===== src/rtl/io_responder.sv =====
// Memory-mapped IO block: OUT register, free-running cycle counter, countdown
// timer (built only with IO_RESPONDER_TIMER_EN defined) and a TX FIFO.
module io_responder #(
  parameter logic [11:0] BASE_HI  = 12'hFFF,
  parameter int unsigned TX_DEPTH = 4
) (
  input  logic        clk,
  input  logic        reset,
  input  logic [15:0] address,
  input  logic [31:0] data_in,
  input  logic        write,
  output logic [31:0] data_out,
  output logic        hit,
  output logic [31:0] port_out,
  output logic        timer_irq,
  output logic        tx_valid,
  output logic [31:0] tx_data,
  input  logic        tx_ready
);

  localparam int unsigned PW = $clog2(TX_DEPTH);
  localparam int unsigned CW = $clog2(TX_DEPTH + 1);

  logic [3:0]  offset;
  logic        wr_en;
  logic [31:0] out_r;
  logic [31:0] cycles_r;
  logic        ovf_r;
  logic [31:0] mem [TX_DEPTH];
  logic [PW-1:0] wr_ptr;
  logic [PW-1:0] rd_ptr;
  logic [CW-1:0] count;
  logic        full;
  logic        empty;
  logic        push_req;
  logic        push_ok;
  logic        pop;
  logic        ovf_set;
  logic        exp_bit;
  logic        run_bit;
  logic [31:0] tload_rd;
  logic [31:0] tval_rd;
  logic [31:0] rd_mux;

  assign offset   = address[3:0];
  assign hit      = (address[15:4] == BASE_HI);
  assign wr_en    = write & hit;
  assign port_out = out_r;

  assign full     = (count == CW'(TX_DEPTH));
  assign empty    = (count == '0);
  assign tx_valid = ~empty;
  assign tx_data  = tx_valid ? mem[rd_ptr] : '0;
  assign pop      = tx_valid & tx_ready;
  assign push_req = wr_en && (offset == 4'd5);
  // A pop in the same cycle frees the slot, so a push into a full FIFO still lands.
  assign push_ok  = push_req && (!full || pop);
  assign ovf_set  = push_req && full && !pop;

  always_ff @(posedge clk) begin
    if (reset) begin
      out_r    <= '0;
      cycles_r <= '0;
      ovf_r    <= 1'b0;
      wr_ptr   <= '0;
      rd_ptr   <= '0;
      count    <= '0;
    end else begin
      cycles_r <= cycles_r + 32'd1;
      if (wr_en && offset == 4'd0) out_r <= data_in;
      ovf_r <= ovf_set | (ovf_r & ~(wr_en && offset == 4'd4 && data_in[4]));
      if (push_ok) wr_ptr <= wr_ptr + PW'(1);
      if (pop)     rd_ptr <= rd_ptr + PW'(1);
      case ({push_ok, pop})
        2'b10:   count <= count + CW'(1);
        2'b01:   count <= count - CW'(1);
        default: count <= count;
      endcase
    end
  end

  always_ff @(posedge clk) begin
    if (push_ok && !reset) mem[wr_ptr] <= data_in;
  end

`ifdef IO_RESPONDER_TIMER_EN
  typedef enum logic {T_IDLE, T_RUN} tstate_t;
  tstate_t     tstate;
  logic [31:0] tload_r;
  logic [31:0] tval_r;
  logic        exp_r;
  logic        tload_wr;
  logic        exp_set;

  assign tload_wr = wr_en && (offset == 4'd2);
  // A reload on the expiring cycle wins, so no expiry is flagged then.
  assign exp_set  = (tstate == T_RUN) && (tval_r == 32'd1) && !tload_wr;

  always_ff @(posedge clk) begin
    if (reset) begin
      tstate  <= T_IDLE;
      tload_r <= '0;
      tval_r  <= '0;
      exp_r   <= 1'b0;
    end else begin
      exp_r <= exp_set | (exp_r & ~(wr_en && offset == 4'd4 && data_in[0]));
      if (tload_wr) begin
        tload_r <= data_in;
        tval_r  <= data_in;
        tstate  <= (data_in != '0) ? T_RUN : T_IDLE;
      end else if (tstate == T_RUN) begin
        tval_r <= tval_r - 32'd1;
        if (tval_r == 32'd1) tstate <= T_IDLE;
      end
    end
  end

  assign exp_bit  = exp_r;
  assign run_bit  = (tstate == T_RUN);
  assign tload_rd = tload_r;
  assign tval_rd  = tval_r;
`else
  assign exp_bit  = 1'b0;
  assign run_bit  = 1'b0;
  assign tload_rd = '0;
  assign tval_rd  = '0;
`endif

  assign timer_irq = exp_bit;

  always_comb begin
    rd_mux = '0;
    case (offset)
      4'd0: rd_mux = out_r;
      4'd1: rd_mux = cycles_r;
      4'd2: rd_mux = tload_rd;
      4'd3: rd_mux = tval_rd;
      4'd4: rd_mux = {27'd0, ovf_r, empty, full, run_bit, exp_bit};
      default: rd_mux = '0;
    endcase
  end

  assign data_out = hit ? rd_mux : '0;

endmodule


===== config.mk =====
export PLATFORM = sky130hd
export DESIGN_NAME = io_responder
export DESIGN_NICKNAME = d
export VERILOG_FILES = /design/src/rtl/io_responder.sv
export SDC_FILE = /design/constraint.sdc
export NUM_CORES = 1
export LEC_CHECK = 0
export BUFFER_PORTS_ARGS = -buffer_cell sky130_fd_sc_hd__buf_2
export CORE_ASPECT_RATIO = 1.25
export CORE_MARGIN = 3
export CORE_UTILIZATION = 25
export CTS_CLUSTER_SIZE = 8
export DETAILED_ROUTE_END_ITERATION = 6
export PLACE_DENSITY = 0.53
export SETUP_SLACK_MARGIN = 0.1
export SYNTH_ARGS = -nofsm -noshare
export SYNTH_HDL_FRONTEND = slang
export SYNTH_SLANG_ARGS = --single-unit

===== constraint.sdc =====
create_clock -name clk -period 5.7 [get_ports clk]
set_input_delay 0.57 -clock clk [delete_from_list [all_inputs] [get_ports clk]]
set_output_delay 0.57 -clock clk [all_outputs]
set_load 0.005 [all_outputs]

==> run metrics <==
number of distinct library cell variants in the gate-level netlist after synthesis=46; highest cell delay on the worst timing path=roughly 0.58 ns; later-pin clock latency in the skew report=between 0.5 and 0.6 ns; Port Buffer Count=149; area of the multi-input gates=2930 um^2; classification of the worst setup path=reg2out; initial antenna violation count=2; max-capacitance violation count=0; post-synthesis async set-or-reset flop share=0%; initial cell density of the core=25.6%; final setup violating endpoints=0; multiplexer fraction of the synthesized cell area=9.25%; HPWL Detailed=15400 um; launching element type of the critical path=flip-flop; Switch Pwr=~0.64 mW; cells traversed along the worst timing path=buf_4 -> mux4_2 -> and2_1 -> buf_2; VDD IR max=195 uV; global-route wire length before repair=around 34000 um; Synth Area in Simple Gates=15.0%; part of the power in registers=49.5%; Warnings, synthesis=0; number of enable-type register cells in the synthesized netlist=128; portion of the post-synthesis area used by sequential elements=62.9%; Synth Area in Adders=less than 1%; overall power=3.15 mW; pwr dens=between 300 and 400 nW/um^2; final global-route overflow total=0; area taken by flip-flops and latches=5330 um^2; floorplan die height=212 um; post-detailed-route via-to-cell ratio=4.48; Fin Setup TNS=0 ns; worst reg2reg path startpoint=count[1]; area of all placed cells without fillers=10500 um^2; Post-CTS Repair Setup Buffers=0; net count after synthesis=just over 700; GP Congestion=between 0.8 and 0.9; largest net degree at the start of global routing=77; Endpoint, Worst Hold=mem[2][18]; final number of max-transition violations=0; antenna violation net count after detailed routing=0; hold_sp=data_in[18]; number of cells produced by synthesis=668; prevailing post-synth register cell=sky130_fd_sc_hd__edfxtp_1; number of sinks handled by clock tree synthesis=202; fmax=0.349 GHz; clock buffer depth=3; DR DRC count=0; xor and xnor fraction of the mapped netlist area=3.42%; Comb pwr share=1.9%; wire length per cell after detailed routing=17.9 um; standard-cell rows=74; Clock Power Share=48.6%; CTS Hold Buffers Added=0; Critical R2R Capture=count[2]; largest family of logic cells by synthesized area=simple AND/OR/NAND/NOR gates; number of synthesized register bits=roughly 200; Post-Place Cell Area=9650 um^2; count of endpoints failing hold in the final timing report=0; library cell used as clock root buffer=sky130_fd_sc_hd__clkbuf_16; max-slew headroom at the worst pin=43.4%; area growth from synthesis to layout=23.6%; quantity of gates resized following cts=0; Period minus WS final=2.87 ns; Via Count=5638; Period Utilization, post-route=50.3%; worst-path maximum fanout=32; Slowest-stage cell, CP=sky130_fd_sc_hd__mux4_2; clock skew after layout=0.0120 ns; data arrival time of the critical path=2.30 ns; Netlist Area Pre-Place=approximately 8500 um^2; horizontal die dimension=between 150 and 200 um; TritonCTS buffer count=29; drt total wl=22500 um; number of detailed-routing iterations run before antenna repair=4; cell count of the worst reg-to-reg path=10; clock-pin slew on the worst setup and hold paths=approximately 0.050 ns; register-to-register path setup slack=3.20 ns; area enclosed by the die boundary=36100 um^2; vias in the first global route=5947; Crit. End Element=output port; compound-cell area share of the yosys netlist=approximately 5.7%; HP Class=in2reg; Hold Path Stages=1; average instance area after synthesis=12.7 um^2; layout net count=878; floorplan core area=around 33000 um^2; number of I/O pins=between 150 and 200; total internal power=2.51 mW; Worst Tran Pin Value=0.849 ns; share of layout cells above drive strength 1=28.0%; leakage power summed over all cells=3.69 nW; setup repair after global routing missed its margin=no; number of fillers in the final layout=3297; number of DRC markers in iteration 0=between 200 and 300; TritonCTS clock tree=done; total global routing track utilization=12.2%; result of the run=finished clean; deepest level of the CTS H-tree=1; Sw Ratio=20.3%; worst path required time=5.13 ns
flip-flops by register name, summed over array words and instances, names as in the netlist, named ones only:
signal	count
port_out	32
wr_ptr	2
rd_ptr	2
count	3
ovf_r	1
mem	128
cycles_r	32
cell families (layout without fill, tap and decap cells):
family,Yosys count,after routing
flip-flops,202,202
adder cells (fa/ha/maj),6,6
AO/OA/AOI/OAI,77,77
buffers and inverters,48,218
AND/OR/NAND/NOR,263,263
multiplexers,38,38
XOR/XNOR,33,33
other,1,3
power groups by stage:
| stage | sequential, mW | clock (mW) | combinational (mW) |
|---|---|---|---|
| after floorplan | 1.59 | 0 | 0.0194 |
| after global placement | 1.59 | 0 | 0.0607 |
| final | 1.56 | 1.53 | 0.0607 |
| after global routing | 1.56 | 1.63 | 0.0682 |
| after CTS | 1.56 | 1.58 | 0.0617 |
| after detailed placement | 1.59 | 0 | 0.0617 |
area by class of cell:
| cell class | count | share of cell area, % |
|---|---|---|
| diodes | 2 | 0.0478 |
| clock buffers | 48 | 7.62 |
| clock inverters | 1 | 0.0837 |
| inverters | 7 | 0.299 |
| multi-input cells | 418 | 28.0 |
| flip-flops and latches | 202 | 50.9 |
| well taps | 418 | 5.00 |
| repair buffers | 162 | 8.06 |
cell usage after synthesis (2+ instances only):
library cell	n	area, um^2
sky130_fd_sc_hd__nor2_1	75	282
sky130_fd_sc_hd__mux2_2	2	22.5
sky130_fd_sc_hd__edfxtp_1	128	3840
sky130_fd_sc_hd__xnor2_1	13	114
sky130_fd_sc_hd__buf_4	2	15.0
sky130_fd_sc_hd__mux2i_1	4	40.0
sky130_fd_sc_hd__nor3_1	4	20.0
sky130_fd_sc_hd__inv_1	6	22.5
sky130_fd_sc_hd__a21oi_1	34	170
sky130_fd_sc_hd__dfxtp_1	74	1480
sky130_fd_sc_hd__and4_1	6	52.6
sky130_fd_sc_hd__nor2b_1	4	25.0
sky130_fd_sc_hd__nor4_1	9	56.3
sky130_fd_sc_hd__clkbuf_1	27	101
sky130_fd_sc_hd__a22oi_1	31	233
sky130_fd_sc_hd__buf_2	7	35.0
sky130_fd_sc_hd__nand4_1	5	31.3
sky130_fd_sc_hd__ha_1	5	62.6
sky130_fd_sc_hd__and2_1	39	244
sky130_fd_sc_hd__nand2_1	83	312
sky130_fd_sc_hd__or3_1	2	12.5
sky130_fd_sc_hd__a31oi_1	2	12.5
sky130_fd_sc_hd__o21ai_0	4	20.0
sky130_fd_sc_hd__buf_6	4	45.0
sky130_fd_sc_hd__mux4_2	32	721
sky130_fd_sc_hd__nand3_1	20	100
sky130_fd_sc_hd__and3_1	8	50.1
sky130_fd_sc_hd__xor2_1	20	175
placed cells by master, fill, tap and decap left out, types with 4 or more instances in the layout:
cell type,netlist,routed
sky130_fd_sc_hd__buf_2,7,149
sky130_fd_sc_hd__edfxtp_1,128,128
sky130_fd_sc_hd__nand2_1,83,83
sky130_fd_sc_hd__nor2_1,75,75
sky130_fd_sc_hd__dfxtp_1,74,73
sky130_fd_sc_hd__and2_1,39,39
sky130_fd_sc_hd__a21oi_1,34,34
sky130_fd_sc_hd__mux4_2,32,32
sky130_fd_sc_hd__a22oi_1,31,31
sky130_fd_sc_hd__clkbuf_16,0,29
sky130_fd_sc_hd__nand3_1,20,20
sky130_fd_sc_hd__xor2_1,20,20
sky130_fd_sc_hd__clkbuf_1,27,19
sky130_fd_sc_hd__xnor2_1,13,13
sky130_fd_sc_hd__buf_4,2,13
sky130_fd_sc_hd__nor4_1,9,8
sky130_fd_sc_hd__and3_1,8,8
sky130_fd_sc_hd__inv_1,6,6
sky130_fd_sc_hd__and4_1,6,6
sky130_fd_sc_hd__nand4_1,5,5
sky130_fd_sc_hd__ha_1,5,5
sky130_fd_sc_hd__nor3_1,4,4
sky130_fd_sc_hd__mux2i_1,4,4
sky130_fd_sc_hd__o21ai_0,4,4
sky130_fd_sc_hd__nor2b_1,4,4
worst max-delay path by stage:
stage	slack [ns]	depth (start not counted)	endpoint	start
2_1_floorplan	2.93	5	mem[0][0]	address[9]
3_3_place_gp	2.82	6	mem[1][12]	address[9]
3_5_place_dp	2.76	6	mem[0][14]	address[9]
4_1_cts	2.73	4	tx_data[20]	flip-flop
5_1_grt	2.68	4	tx_data[30]	flip-flop
6_report	2.83	4	tx_data[20]	flip-flop
worst max-delay path, delay by kind of cell, from the launching register on:
family / cells / cell delay [ns]
AND/OR/NAND/NOR: 1 / 0.19
flip-flops: 1 / 0.31
buffers and inverters: 2 / 0.67
multiplexers: 1 / 0.58
metal layers:
metal	GRT usage (%)	up-vias	routed length [um]
li1	-	2726	-
met1	15.5	2761	9900
met2	21.0	111	11100
met3	1.70	40	853
met4	4.73	0	649
met5	0	-	0
metrics by stage:
stage | worst slack, ns | util [%] | cells | hold slack (ns)
3_5_place_dp | 2.76 | 29.2 | 1207 | 0.466
4_1_cts | 2.73 | 31.6 | 1256 | 0.253
6_report | 2.83 | 31.6 | 1258 | 0.282
2_1_floorplan | 2.93 | - | 668 | 0.437
3_3_place_gp | 2.82 | 29.2 | 1207 | 0.457
5_1_grt | 2.68 | 31.6 | 1258 | 0.274
No activity file was read; power rests on OpenSTA's default activity.
